File: config.mk
export PLATFORM = sky130hd
export DESIGN_NAME = alu_mc
export DESIGN_NICKNAME = d
export VERILOG_FILES = /design/src/rtl/alu_mc.sv
export SDC_FILE = /design/constraint.sdc
export NUM_CORES = 1
export LEC_CHECK = 0
export BUFFER_PORTS_ARGS = -buffer_cell sky130_fd_sc_hd__buf_2
export CAP_MARGIN = 20
export CORE_AREA = 4 4 118 164
export DETAILED_ROUTE_END_ITERATION = 16
export DIE_AREA = 0 0 122 168
export GPL_TIMING_DRIVEN = 0
export PLACE_DENSITY = 0.67
export SLEW_MARGIN = 0
export SYNTH_ARGS = -nofsm -noshare
export SYNTH_HDL_FRONTEND = slang
export SYNTH_SLANG_ARGS = --single-unit
export TNS_END_PERCENT = 10
File: constraint.sdc
create_clock -name clk -period 3.75 [get_ports clk]
set_input_delay 0 -clock clk [delete_from_list [all_inputs] [get_ports clk]]
set_output_delay 0 -clock clk [all_outputs]
set_load 0.005 [all_outputs]
File: src/rtl/alu_mc.sv
// alu_mc: multi-cycle ALU with valid/ready request and response handshakes.
// Single-cycle arithmetic/logic/shift ops, iterative shift-add multiply and
// an optional restoring divider compiled in with the ALU_MC_DIV_EN macro.
// Without ALU_MC_DIV_EN, ops 9/10 are treated as illegal and no divider exists.
module alu_mc #(
  parameter int WIDTH = 16
) (
  input  logic             clk,
  input  logic             rst_n,
  input  logic [3:0]       op,
  input  logic [WIDTH-1:0] a,
  input  logic [WIDTH-1:0] b,
  input  logic             in_valid,
  output logic             in_ready,
  output logic [WIDTH-1:0] result,
  output logic [3:0]       cc,
  output logic             out_valid,
  input  logic             out_ready
);

  localparam int CW = $clog2(WIDTH) + 1;
  localparam logic [CW-1:0]    CNT_LAST  = CW'(WIDTH - 1);
  localparam logic [WIDTH-1:0] SHIFT_LIM = WIDTH'(WIDTH);

  typedef enum logic [1:0] {
    IDLE = 2'd0,
    MUL  = 2'd1,
`ifdef ALU_MC_DIV_EN
    DIV  = 2'd3,
`endif
    HOLD = 2'd2
  } state_t;

  state_t state, state_next, target;

  logic [CW-1:0]    cnt;
  logic [WIDTH-1:0] acc, mcand, mplier, mul_acc_next;
  logic [WIDTH-1:0] sc_result;
  logic [3:0]       sc_cc;
  logic [WIDTH:0]   sum;
  logic             sc_c, sc_v, sc_illegal;
  logic             accept, last;

`ifdef ALU_MC_DIV_EN
  logic [3:0]       op_q;
  logic [WIDTH-1:0] rem, quo, dvsr, rem_next, quo_next, div_res;
  logic [WIDTH:0]   div_shift, div_diff;
`endif

  assign in_ready  = (state == IDLE) || (state == HOLD && out_ready);
  assign out_valid = (state == HOLD);
  assign accept    = in_valid && in_ready;
  assign last      = (cnt == CNT_LAST);

  // Destination state for an accepted request, decoded from the op code.
  always_comb begin
    target = HOLD;
    if (op == 4'd8) target = MUL;
`ifdef ALU_MC_DIV_EN
    if (op == 4'd9 || op == 4'd10) target = DIV;
`endif
  end

  // Single-cycle ops and their flags; anything unhandled here is illegal.
  always_comb begin
    // NOTE: every variable gets a default first so no path leaves it unassigned (no latch).
    sum        = '0;
    sc_result  = '0;
    sc_c       = 1'b0;
    sc_v       = 1'b0;
    sc_illegal = 1'b0;
    case (op)
      4'd0: begin
        sum       = {1'b0, a} + {1'b0, b};
        sc_result = sum[WIDTH-1:0];
        sc_c      = sum[WIDTH];
        sc_v      = (a[WIDTH-1] == b[WIDTH-1]) && (sc_result[WIDTH-1] != a[WIDTH-1]);
      end
      4'd1: begin
        sum       = {1'b0, a} + {1'b0, ~b} + {{WIDTH{1'b0}}, 1'b1};
        sc_result = sum[WIDTH-1:0];
        sc_c      = sum[WIDTH];
        sc_v      = (a[WIDTH-1] != b[WIDTH-1]) && (sc_result[WIDTH-1] != a[WIDTH-1]);
      end
      4'd2: sc_result = a & b;
      4'd3: sc_result = a | b;
      4'd4: sc_result = a ^ b;
      4'd5: sc_result = (b >= SHIFT_LIM) ? '0 : (a << b);
      4'd6: sc_result = (b >= SHIFT_LIM) ? '0 : (a >> b);
      4'd7: sc_result = (b >= SHIFT_LIM) ? {WIDTH{a[WIDTH-1]}} : $unsigned($signed(a) >>> b);
      default: sc_illegal = 1'b1;
    endcase
    sc_cc = sc_illegal ? 4'b0101
                       : {sc_result[WIDTH-1], ~|sc_result, sc_c, sc_v};
  end

  // One shift-add multiply step: add the shifted multiplicand when the low multiplier bit is set.
  assign mul_acc_next = mplier[0] ? (acc + mcand) : acc;

`ifdef ALU_MC_DIV_EN
  // One restoring divide step. A zero divisor always "subtracts", which
  // naturally yields an all-ones quotient and leaves the dividend as remainder.
  always_comb begin
    div_shift = {rem, quo[WIDTH-1]};
    div_diff  = div_shift - {1'b0, dvsr};
    if (!div_diff[WIDTH]) begin
      rem_next = div_diff[WIDTH-1:0];
      quo_next = {quo[WIDTH-2:0], 1'b1};
    end else begin
      rem_next = div_shift[WIDTH-1:0];
      quo_next = {quo[WIDTH-2:0], 1'b0};
    end
    div_res = (op_q == 4'd10) ? rem_next : quo_next;
  end
`endif

  // State register.
  always_ff @(posedge clk or negedge rst_n) begin
    // NOTE: sequential state uses non-blocking assignments so all registers update together.
    if (!rst_n) state <= IDLE;
    else        state <= state_next;
  end

  // Next-state logic.
  always_comb begin
    state_next = state;
    case (state)
      IDLE:    if (in_valid) state_next = target;
      MUL:     if (last) state_next = HOLD;
`ifdef ALU_MC_DIV_EN
      DIV:     if (last) state_next = HOLD;
`endif
      HOLD:    if (out_ready) state_next = in_valid ? target : IDLE;
      default: state_next = IDLE;
    endcase
  end

  // Datapath: capture on acceptance, iterate in MUL/DIV, hold the result in HOLD.
  always_ff @(posedge clk or negedge rst_n) begin
    if (!rst_n) begin
      cnt    <= '0;
      acc    <= '0;
      mcand  <= '0;
      mplier <= '0;
      result <= '0;
      cc     <= 4'b0000;
`ifdef ALU_MC_DIV_EN
      op_q   <= 4'd0;
      rem    <= '0;
      quo    <= '0;
      dvsr   <= '0;
`endif
    end else begin
      case (state)
        MUL: begin
          acc    <= mul_acc_next;
          mcand  <= mcand << 1;
          mplier <= mplier >> 1;
          cnt    <= last ? '0 : cnt + 1'b1;
          if (last) begin
            result <= mul_acc_next;
            cc     <= {mul_acc_next[WIDTH-1], ~|mul_acc_next, 2'b00};
          end
        end
`ifdef ALU_MC_DIV_EN
        DIV: begin
          rem <= rem_next;
          quo <= quo_next;
          cnt <= last ? '0 : cnt + 1'b1;
          if (last) begin
            result <= div_res;
            cc     <= {div_res[WIDTH-1], ~|div_res, 1'b0, ~|dvsr};
          end
        end
`endif
        default: begin
          if (accept) begin
            cnt <= '0;
            if (target == MUL) begin
              acc    <= '0;
              mcand  <= a;
              mplier <= b;
`ifdef ALU_MC_DIV_EN
            end else if (target == DIV) begin
              op_q <= op;
              rem  <= '0;
              quo  <= a;
              dvsr <= b;
`endif
            end else begin
              result <= sc_result;
              cc     <= sc_cc;
            end
          end
        end
      endcase
    end
  end

endmodule

# Word-level counts from Yosys, hierarchy flattened
# Index checks and enable logic that the tools add are counted.
# classes
n_addsub	5
mul	0
div_mod_pow	0
magnitude_cmp	1
n_eq_ne	20
shift	3
muxes	34
bitwise_logic	4
reduce_logical	17
# ops
operator	n
$mux 16	17
$pmux 16 s8	1
$add 16x16->17	2
$reduce_or 16->1	2
$mux 4	5
$add 17x1->17 const B	1
$add 16x16->16	1
$and 16x16->16	1
$eq 4x3->1 const B	4
$ge 16x5->1 const B	1
$not 16->16	1
$or 16x16->16	1
$shl 16x16->16	1
$shr 16x16->16	1
$sshr 16x16->16	1
$xor 16x16->16	1
$mux 5	3
$mux 2	5
$eq 4x2->1 const B	2
$reduce_or 8->1	1
$pmux 2 s3	1
$reduce_and 3->1	2
$add 5x1->5 const B	1
$eq 5x4->1 const B	1
16 further kinds	27
# word_totals
register_bits	75
latch_bits	0
ram_bits	0
rom_bits	0
inputBits	40
out_inout_bits	22
elab_cells	91
n_memories	0

# Depth between registers and ports, before layout
# Gate-level depths: netlist (run 1).
# logic_depth
depth_word	10
depth_mapped	15
depth_no_buf	13

# Least setup slack after synthesis (run 1)
# No wires, ideal clock.
# synth_path
kind	reg2reg
startpoint	register acc[0]
endpoint	register cc[2]
setup_time_ps	69
t_arrival_ps	3031
setup_slack_ps	650
path_stages_with_launch	13
n_path_buf	0
period_less_slack_ps	3100
cell_sequence	dfrtp_1 ha_1 fa_1 a211oi_1 o21ai_1 a41o_1 a2111o_1 and2_1 xor2_1 mux2_2 a211oi_1 nand4_1 nand3_1
# synth_between
elab_chain_cells	6
# synth_lines
item	line_no	rtl
start, declared	37	logic [WIDTH-1:0] acc, mcand, mplier, mul_acc_next;
start signal, assigned	156	acc <= mul_acc_next;
$add 16x16->16	98	assign mul_acc_next = mplier[0] ? (acc + mcand) : acc;
$mux 16 *	98	
$reduce_or 16->1 *	162	cc <= {mul_acc_next[WIDTH-1], ~|mul_acc_next, 2'b00};
$logic_not 1->1 *	162	
$mux 4 *	160	if (last) begin
$mux 4 *	154	case (state)
end signal, assigned	162	
end, declared	16	output logic [3:0] cc,
# Mark *: on every way between the ends. The rest lies on a longest branch, timed or not. The select of a mux whose other input is x is not followed.
# A chain may end at the register's enable or synchronous reset.

# Worst setup path in the final report (run 1)
# layout_path
startpoint	input b[14]
endpoint	register cc[2]
# layout_between
elab_chain_cells	10
elab_cells_between_ends	21
# layout_lines
item	line_no	rtl
start, declared	12	input logic [WIDTH-1:0] b,
$not 16->16	80	sum = {1'b0, a} + {1'b0, ~b} + {{WIDTH{1'b0}}, 1'b1};
$add 16x16->17	80	
$add 17x1->17	80	
$pmux 16 s8 *	72	case (op)
$reduce_or 16->1 *	94	: {sc_result[WIDTH-1], ~|sc_result, sc_c, sc_v};
$logic_not 1->1 *	94	
$mux 4 *	93	sc_cc = sc_illegal ? 4'b0101
$mux 4 *	179	if (target == MUL) begin
$mux 4 *	177	if (accept) begin
$mux 4 *	154	
# Marked as above.

==> impl_results.md, run 1 <==
- First-pass GRT wire length: 58.4 mm
- Final Hold Fails: 0
- CTS buffer count: 9
- Commonest non-fill, non-tap cell in the layout: nand2_1
- Vias per cell: 6.76
- Outcome: finished clean
- Ys Warns: 0
- Worst EP required: 4.02 ns
- Slowest stage delay, CP: 0.67 ns
- Fin crit share: 0.991
- Complex-gate fraction of the synthesized area: 0.294
- Crit end category: register
- Critical Setup Path Class: input pin to register
- Slew @ Worst Pin: 0.990 ns
- Multi-input logic area: 6590 um^2
- Critical Path Most Common Cell: nand4_1
- Port-buffer cells: 59
- Total Routing Usage GR: 0.375
- Sequential Area: 1850 um^2
- Reg2Reg Launch Point: acc[0]
- Vias: 10100
- Share of cells above drive strength 1: 0.136
- Critical Path AT: 3.99 ns
- Crit start category: input pin
- WHS: 0.0223 ns
- Post-DP Area: 9600 um^2
- Congestion Overflow GR: 0
- Final nets: 1355
- Peak VDD IR: 0.248 mV
- Minimum clock period: 3.72 ns
- Syn_nets: 1270
- Crit-path slowest cell: a211oi_1
- Fmax: 0.269 GHz
- IO Pins: 62
- Die area: 20500 um^2
- Drt pass-1 iters: 8
- HP Class: input pin to register
- Sink Count: 74
- Total power divided by cell area: 439 nW/um^2
- Core ar.: 17900 um^2
- Wire per inst: 26.0 um
- Reg2Reg Depth: 12
- Slew HR: 0.335
- Number of global-route vias before repair: 9642
- Antenna viol nets, final: 0
- CP startpoint: b[14]
- Number of remaining DRC errors: 0
- Fin worst setup slack: 0.0320 ns
- Max Root-Sink Buffers: 2
- Post-Synth Simple-Gate Area: 0.221
- 1st-iter DRT viols: 1172
- H-Tree Depth: 3
- Clock skew: 0.00888 ns
- Adder-Cell Fraction of Synth Area: 0.0960
- Fin Setup TNS: 0 ns
- Register area share after synthesis: 0.206
- Avg Cell Area, Syn: 7.71 um^2
- Yosys cell types: 93
- Die Width: 122 um
- Gpl congestion: 1.05
- Cell Chain, Critical Path: dlygate4sd3_1 > buf_2 > nor4_4 > nand4_1 > nor2_1 > a31oi_1 > a211oi_1 > o21ai_0 > a21oi_1 > nor4b_2 > nand4_1 > nand3_1
- Max-slew violations: 0
- Reg clk slew, reported paths: 0.06 ns
- Mux contribution to synthesized area: 0.102
- Synthesized area: 8970 um^2
- DP HPWL: 30.2 mm
- Drt total wl: 38.9 mm
- Site Rows: 58
- Post-synthesis xor/xnor area fraction: 0.0156
- CTS tree: yes
- Final instance area: 10100 um^2
- Yosys reg bits: 74
- Layout area overhead: 12.3%
- FILL cells: 1771
- Final setup fails: 0
- Clock Latency Late Sink: 0.34 ns
- RSZ-0062 raised after global routing: true
- Most frequent cells in the layout: nand2_1, nor2_1, o21ai_0, dfrtp_1, buf_2
- Largest family of logic cells by synthesized area: compound AO/OA/AOI/OAI gates
- Initial antenna violation count: 1
- Initial core utilization: 0.500
- Final Power: 0.00443 W
- Dpl ws: -0.369 ns
- Diodes inserted: 0
- Post-synth top flop: dfrtp_1
- Syn Inst Count: 1163
- CP Max Fanout: 6
- LEAKAGE: 4.38 nW
- Clock root buffer: clkbuf_16
- Synth async-reset ratio: 1.00
- Post-synth EDFFs: 0
- Hold Crit Start: b[5]
- Die height: 168 um
- Cell depth of the worst hold path: 3
- Max-cap violations: 0
- Largest net degree at the start of global routing: 48
synth_stat cells (7+ instances only):
cell         n  area, um^2
dfrtp_1     74        1850
nand3_1     18        90.1
a22oi_1      7        52.6
nand2_1    158         593
nor3_1      28         140
clkbuf_1    57         214
a2111oi_0    7        61.3
nand4_1     10        62.6
ha_1        64         801
mux2_2      16         180
o21ai_0     78         390
inv_1       45         169
mux2i_1     33         330
buf_1        8        30.0
buf_2       15        75.1
o21a_1      10        75.1
o211ai_1    18         135
a211o_1      8        70.1
a21o_1      19         143
a211oi_1    13        97.6
nor4_1       8        50.1
nor2_1     122         458
a31oi_1     43         269
a221oi_1     7        61.3
o31ai_1      8        60.1
a22o_1       7        61.3
o21bai_1     9        67.6
nor2b_1     10        62.6
xnor2_1     13         114
nand3b_1     7        52.6
a21oi_1     69         345
a221o_1      8        80.1
mux4_2      18         405
nand2b_1     7        43.8
cell families (layout without fill, tap and decap cells):
family          Yosys count  in the layout
simple gates            416            416
compound gates          385            385
buf+inv                 138            228
flops                    74             74
fa+ha+maj                67             67
mux                      67             67
xor+xnor                 16             16
cell type report:
class,count,share of cell area
sequential,74,0.184
timing repair buffer,75,0.0462
clock buffer,10,0.0237
multi-input combinational,951,0.654
tap,240,0.0298
clock inverter,6,0.00397
buffer,87,0.0394
inverter,50,0.0186
repair_timing:
action | CTS | global route
hold endpoints to repair | 84 | 0
hold buffers | 11 | 0
setup buffers | 0 | 4
gates resized for setup | 2 | 7
cloned | 0 | 0
endpoints found under the setup margin | 1 | 3
pin swaps | 0 | 1
sequential cells by signal (all words and copies together), names as in the netlist:
| name | count |
|---|---|
| result | 16 |
| mplier | 16 |
| mcand | 16 |
| cnt | 5 |
| acc | 16 |
| cc | 3 |
| state | 2 |
worst max-delay path, delay by kind of cell:
| family | cells | cell delay, ns |
|---|---|---|
| AND/OR/NAND/NOR | 6 | 1.96 |
| AO/OA/AOI/OAI | 4 | 1.31 |
| buffers and inverters | 2 | 0.71 |
per-stage QoR:
stage | std cells | utilization
global route | 1493 | 0.562
finish | 1493 | 0.562
CTS | 1490 | 0.558
detailed placement | 1463 | 0.535
global placement | 1462 | 0.534
floorplan | 1163 | -
per-layer routing:
layer  track usage  wire, um
met3        0.0386      2950
met2         0.618     18100
met5             0        13
met4         0.258      3360
met1         0.456     14400
power by group:
| group | internal (W) | total [W] | switching, W |
|---|---|---|---|
| clock network | 0.000466 | 0.000815 | 0.000350 |
| registers | 0.00102 | 0.00121 | 0.000190 |
| logic | 0.000977 | 0.00240 | 0.00142 |
path summary, 6_finish.rpt:
path / slack [ns] / end
hold reg to reg: 0.47 / result[1]
setup / recovery: 0.03 / cc[2]
max in group asynchronous: 3.05 / acc[9]
hold / removal: 0.02 / mplier[5]
setup reg to reg: 0.19 / cc[2]
min in group asynchronous: 0.13 / cnt[3]
Note: power is estimated with default switching activity, not from simulation.
==> run 2: changes to the inputs <==
--- a/config.mk
+++ b/config.mk
@@ -8,6 +8,7 @@
 export BUFFER_PORTS_ARGS = -buffer_cell sky130_fd_sc_hd__buf_2
 export CAP_MARGIN = 20
 export CORE_AREA = 4 4 118 164
+export CTS_BUF_LIST = sky130_fd_sc_hd__clkbuf_16
 export DETAILED_ROUTE_END_ITERATION = 16
 export DIE_AREA = 0 0 122 168
 export GPL_TIMING_DRIVEN = 0
==> run 2 against run 1 <==
  * Register-to-register slack is essentially flat
  * Design area barely moved
  * Count of clock-buffer cells in the layout is 1 lower
  * Clock skew is essentially flat
  * Hold slack gained 0.0015 ns
  * Non-clock buffer count is the same
  * Largest power group unchanged
==> impl_results.md, run 2 (synthesis results as in run 1) <==
- Outcome: finished clean
- RSZ-0062 raised after global routing: true
- Critical Path AT: 3.95 ns
- Fmax: 0.272 GHz
- Critical Setup Path Class: input pin to register
- Share of cells above drive strength 1: 0.135
- Fin crit share: 0.981
- Critical R2R Capture: cc[2]
- DP HPWL: 30.2 mm
- Initial core utilization: 0.500
- Drt total wl: 38.8 mm
- Clock root buffer: clkbuf_16
- Crit end category: register
- Die area: 20500 um^2
- Crit start category: input pin
- Final Hold Fails: 0
- Wire per inst: 26.0 um
- Placed Instances: 1463
- First-pass GRT wire length: 58.4 mm
- HP Class: input pin to register
- WHS: 0.0238 ns
- Vias per cell: 6.80
- Congestion Overflow GR: 0
- Antenna viol nets, final: 0
- Layout area overhead: 12.2%
- Number of global-route vias before repair: 9639
- H-Tree Depth: 3
- Max Root-Sink Buffers: 2
- IO Pins: 62
- Slew HR: 0.323
- Vias: 10200
- Clock skew: 0.00864 ns
- Cell depth of the worst hold path: 3
- Die height: 168 um
- Dpl ws: -0.369 ns
- Most frequent cells in the layout: nand2_1, nor2_1, o21ai_0, dfrtp_1, buf_2
- Minimum clock period: 3.68 ns
- Multi-input logic area: 6590 um^2
- Port-buffer cells: 59
- Reg2Reg Launch Point: acc[0]
- CP Max Fanout: 6
- R2R Setup Slk: 0.20 ns
- Commonest non-fill, non-tap cell in the layout: nand2_1
- Reg clk slew, reported paths: 0.06 ns
- 1st-iter DRT viols: 1133
- Drt pass-1 iters: 6
- Initial antenna violation count: 1
- Total power divided by cell area: 438 nW/um^2
- LEAKAGE: 4.37 nW
- Fin worst setup slack: 0.0720 ns
- Worst EP required: 4.02 ns
- Reg2Reg Depth: 12
- Die Width: 122 um
- Clock Latency Late Sink: 0.34 ns
- Total Routing Usage GR: 0.375
- Min-Delay Endpoint: mplier[5]
- Site Rows: 58
- Max-slew violations: 0
- Max-cap violations: 0
- Number of remaining DRC errors: 0
- Sink Count: 74
- Final nets: 1355
- Slew @ Worst Pin: 1.01 ns
- Gpl congestion: 1.05
- Hold Crit Start: b[5]
- CTS buffer count: 9
- CTS tree: yes
- Largest net degree at the start of global routing: 48
- Final setup fails: 0
- Sequential Area: 1850 um^2
- Final std cells w/o fill: 1494
- Core ar.: 17900 um^2
- Peak VDD IR: 0.250 mV
- FILL cells: 1773
## run 2: cell count changes in the layout (fill, tap and decap cells not counted)
cell and delta:
clkinv_1 +1, clkbuf_8 -1, diode_2 +1
## run 2: what timing repair did
action	CTS	global route
setup endpoints to repair	1	3
endpoints found under the hold margin	84	0
pin swaps	0	1
hold buffers	11	0
setup buffers	0	4
resized for setup	2	7
## run 2: worst max-delay path by stage
stage	start	end	slack, ns	cells past startpoint
2_1_floorplan	acc[0]	cc[2]	0.65	12
5_1_grt	a[9]	result[14]	-0.01	14
4_1_cts	b[14]	cc[2]	0.009	12
3_3_place_gp	b[2]	cc[2]	-0.44	16
6_report	b[14]	cc[2]	0.07	12
3_5_place_dp	b[2]	cc[2]	-0.37	16
## run 2: cell type report
| class | instances | share of cell area |
|---|---|---|
| Multi-Input combinational cell | 951 | 0.655 |
| Sequential cell | 74 | 0.184 |
| Timing Repair Buffer | 75 | 0.0462 |
| Buffer | 87 | 0.0394 |
| Tap cell | 240 | 0.0298 |
| Clock buffer | 9 | 0.0224 |
| Inverter | 50 | 0.0186 |
| Clock inverter | 7 | 0.00435 |
| Antenna cell | 1 | 0.000249 |
## run 2: where the power goes
| group | switching [W] | leakage [nW] | internal (W) |
|---|---|---|---|
| logic | 0.00142 | 3.34 | 0.000976 |
| registers | 0.000193 | 0.903 | 0.00102 |
| clock network | 0.000349 | 0.133 | 0.000445 |
| total | 0.00196 | 4.37 | 0.00245 |
## run 2: critical path, cell delays in order
cell	delay, ns
dlygate4sd3_1	0.53
buf_2	0.18
nor4_4	0.49
nand4_1	0.38
nor2_1	0.22
mux2_2	0.35
a221oi_1	0.74
o2111ai_1	0.22
a22o_1	0.28
nor4b_2	0.32
nand4_1	0.15
nand3_1	0.09
## run 2: stage by stage
stage	instance area, um^2	setup TNS [ns]	utilization	total power [W]
4_1_cts	9990	0	0.557	0.00434
6_report	10100	0	0.562	0.00441
2_1_floorplan	8970	0	-	0.00283
3_5_place_dp	9600	-0.458	0.535	0.00351
5_1_grt	10100	-0.0125	0.561	0.00467
3_3_place_gp	9570	-0.563	0.534	0.00348
## run 2: layer usage
| layer | wire [um] | up-vias | share of wire | GRT usage |
|---|---|---|---|---|
| li1 | - | 4494 | - | - |
| met1 | 14400 | 4861 | 0.37 | 0.455 |
| met2 | 18200 | 612 | 0.47 | 0.617 |
| met3 | 2890 | 184 | 0.074 | 0.0400 |
| met4 | 3330 | 2 | 0.086 | 0.258 |
| met5 | 11 | - | 0.00028 | 0 |
==> run 3: changes to the inputs <==
--- a/config.mk
+++ b/config.mk
@@ -13,6 +13,7 @@
 export DIE_AREA = 0 0 122 168
 export GPL_TIMING_DRIVEN = 0
 export PLACE_DENSITY = 0.67
+export RECOVER_POWER = 100
 export SLEW_MARGIN = 0
 export SYNTH_ARGS = -nofsm -noshare
 export SYNTH_HDL_FRONTEND = slang
==> run 3 against run 2 <==
  * The flow now finishes with violations (max-capacitance violations, max-slew violations)
  * Via count down 0.71%
  * Clock skew grew 0.0015 ns
  * Register-to-register slack got worse by 0.05 ns
  * Sequential power about the same
  * Sequential cell count stayed put
  * Maximum frequency shrank 0.67%
  * Highest routed layer unchanged
  * Count of clock-buffer cells in the layout is the same
  * Hold slack better by 0.0013 ns
  * Non-clock buffer count stayed put
==> impl_results.md, run 3 (synthesis results as in run 1) <==
- Drt pass-1 iters: 6
- RSZ-0062 raised after global routing: true
- Number of remaining DRC errors: 0
- Layout area overhead: 11.6%
- Critical Setup Path Class: input pin to register
- Die area: 20500 um^2
- R2R Setup Slk: 0.15 ns
- CP Max Fanout: 6
- Cell depth of the worst hold path: 3
- Minimum clock period: 3.70 ns
- Die height: 168 um
- Reg2Reg Depth: 12
- Violated checks: max-capacitance violations, max-slew violations
- Crit start category: input pin
- Clock skew: 0.0101 ns
- DP HPWL: 30.2 mm
- Commonest non-fill, non-tap cell in the layout: nand2_1
- Diodes inserted: 0
- Dpl ws: -0.369 ns
- Reg clk slew, reported paths: 0.06 ns
- Critical Path AT: 3.98 ns
- Critical R2R Capture: cc[2]
- CTS buffer count: 9
- Clock root buffer: clkbuf_16
- IO Pins: 62
- Net Sw Frac: 0.446
- First-pass GRT wire length: 58.4 mm
- Number of global-route vias before repair: 9639
- P_int: 0.00243 W
- Die Width: 122 um
- Gpl congestion: 1.05
- Site Rows: 58
- Share of cells above drive strength 1: 0.125
- Sink Count: 74
- Max-slew violations: 29
- Slew HR: -0.00579
- Congestion Overflow GR: 0
- Final Hold Fails: 0
- Vias: 10100
- Clock Latency Late Sink: 0.34 ns
- Seq pwr share: 0.277
- Final Util: 0.559
- Hold Crit Start: b[5]
- Min-Delay Endpoint: mplier[5]
- Vias per cell: 6.75
- Total Routing Usage GR: 0.375
- Most frequent cells in the layout: nand2_1, nor2_1, o21ai_0, dfrtp_1
- Fmax: 0.270 GHz
- Final Power: 0.00439 W
- Antenna viol nets, final: 0
- Max-cap violations: 1
- Final setup fails: 0
- Core ar.: 17900 um^2
- Reg2Reg Launch Point: acc[0]
- Switching power: 0.00196 W
- Peak VDD IR: 0.250 mV
- LEAKAGE: 4.32 nW
- H-Tree Depth: 3
- Initial core utilization: 0.500
- HP Class: input pin to register
- Wire per inst: 26.1 um
- Fin crit share: 0.987
- Worst EP required: 4.02 ns
- Drt total wl: 39.0 mm
- CTS tree: yes
- Port-buffer cells: 59
- Final nets: 1355
- Largest net degree at the start of global routing: 48
- Outcome: finished, violations left
- 1st-iter DRT viols: 1294
- Max Root-Sink Buffers: 2
- Fin worst setup slack: 0.0472 ns
- Total power divided by cell area: 438 nW/um^2
- Slew @ Worst Pin: 1.51 ns
- Crit end category: register
- Clock Power Share: 0.181
- Initial antenna violation count: 1
- Comb pwr share: 0.542
run 3: layer usage:
| metal | vias up | GRT usage | share of wire |
|---|---|---|---|
| met4 | 2 | 0.258 | 0.082 |
| li1 | 4498 | - | - |
| met1 | 4820 | 0.455 | 0.37 |
| met2 | 606 | 0.617 | 0.47 |
| met3 | 155 | 0.0400 | 0.077 |
| met5 | - | 0 | 0.00028 |
run 3: worst max-delay path by stage:
stage / slack (ns) / cells past startpoint / endpoint / startpoint
3_5_place_dp: -0.37 / 16 / cc[2] / b[2]
3_3_place_gp: -0.44 / 16 / cc[2] / b[2]
6_report: 0.05 / 12 / cc[2] / b[14]
5_1_grt: -0.01 / 14 / result[14] / a[9]
2_1_floorplan: 0.65 / 12 / cc[2] / acc[0]
4_1_cts: 0.009 / 12 / cc[2] / b[14]
run 3: through the flow:
stage	TNS (ns)	instance area, um^2	hold slack, ns	std cells
after floorplan	0	8970	-0.296	1163
after global placement	-0.563	9570	0.281	1462
after detailed placement	-0.458	9600	-0.0501	1463
after CTS	0	9990	0.0111	1490
after global routing	-0.0125	10000	0.0448	1493
final	0	10000	0.0251	1493
run 3: area by class of cell:
type | count | area [um^2]
fillers | 1790 | 7910
multi-input cells | 951 | 6590
flip-flops and latches | 74 | 1850
repair buffers | 75 | 428
plain buffers | 87 | 389
well taps | 240 | 300
clock buffers | 9 | 225
inverters | 50 | 188
clock inverters | 7 | 43.8
run 3: worst max-delay path: stages:
cell and delay, ns:
dlygate4sd3_1 0.53, buf_2 0.18, nor4_4 0.47, nand4_1 0.43
nor2_1 0.49, a31oi_1 0.14, a211oi_1 0.67, o21ai_0 0.16
a21oi_1 0.35, nor4b_2 0.30, nand4_1 0.15, nand3_1 0.09
run 3: power groups by stage:
stage	registers, W	clock network, W	logic (W)
2_1_floorplan	0.00117	0	0.00166
3_5_place_dp	0.00122	0	0.00229
3_3_place_gp	0.00122	0	0.00226
4_1_cts	0.00121	0.000793	0.00234
6_report	0.00121	0.000797	0.00238
5_1_grt	0.00124	0.000824	0.00259
run 3: what timing repair did:
| item | in CTS | in global routing |
|---|---|---|
| endpoints found under the hold margin | 84 | 0 |
| buffers inserted | 0 | 4 |
| pin swaps | 0 | 1 |
| resized for setup | 2 | 7 |
| hold buffers | 11 | 0 |
| endpoints found under the setup margin | 1 | 3 |
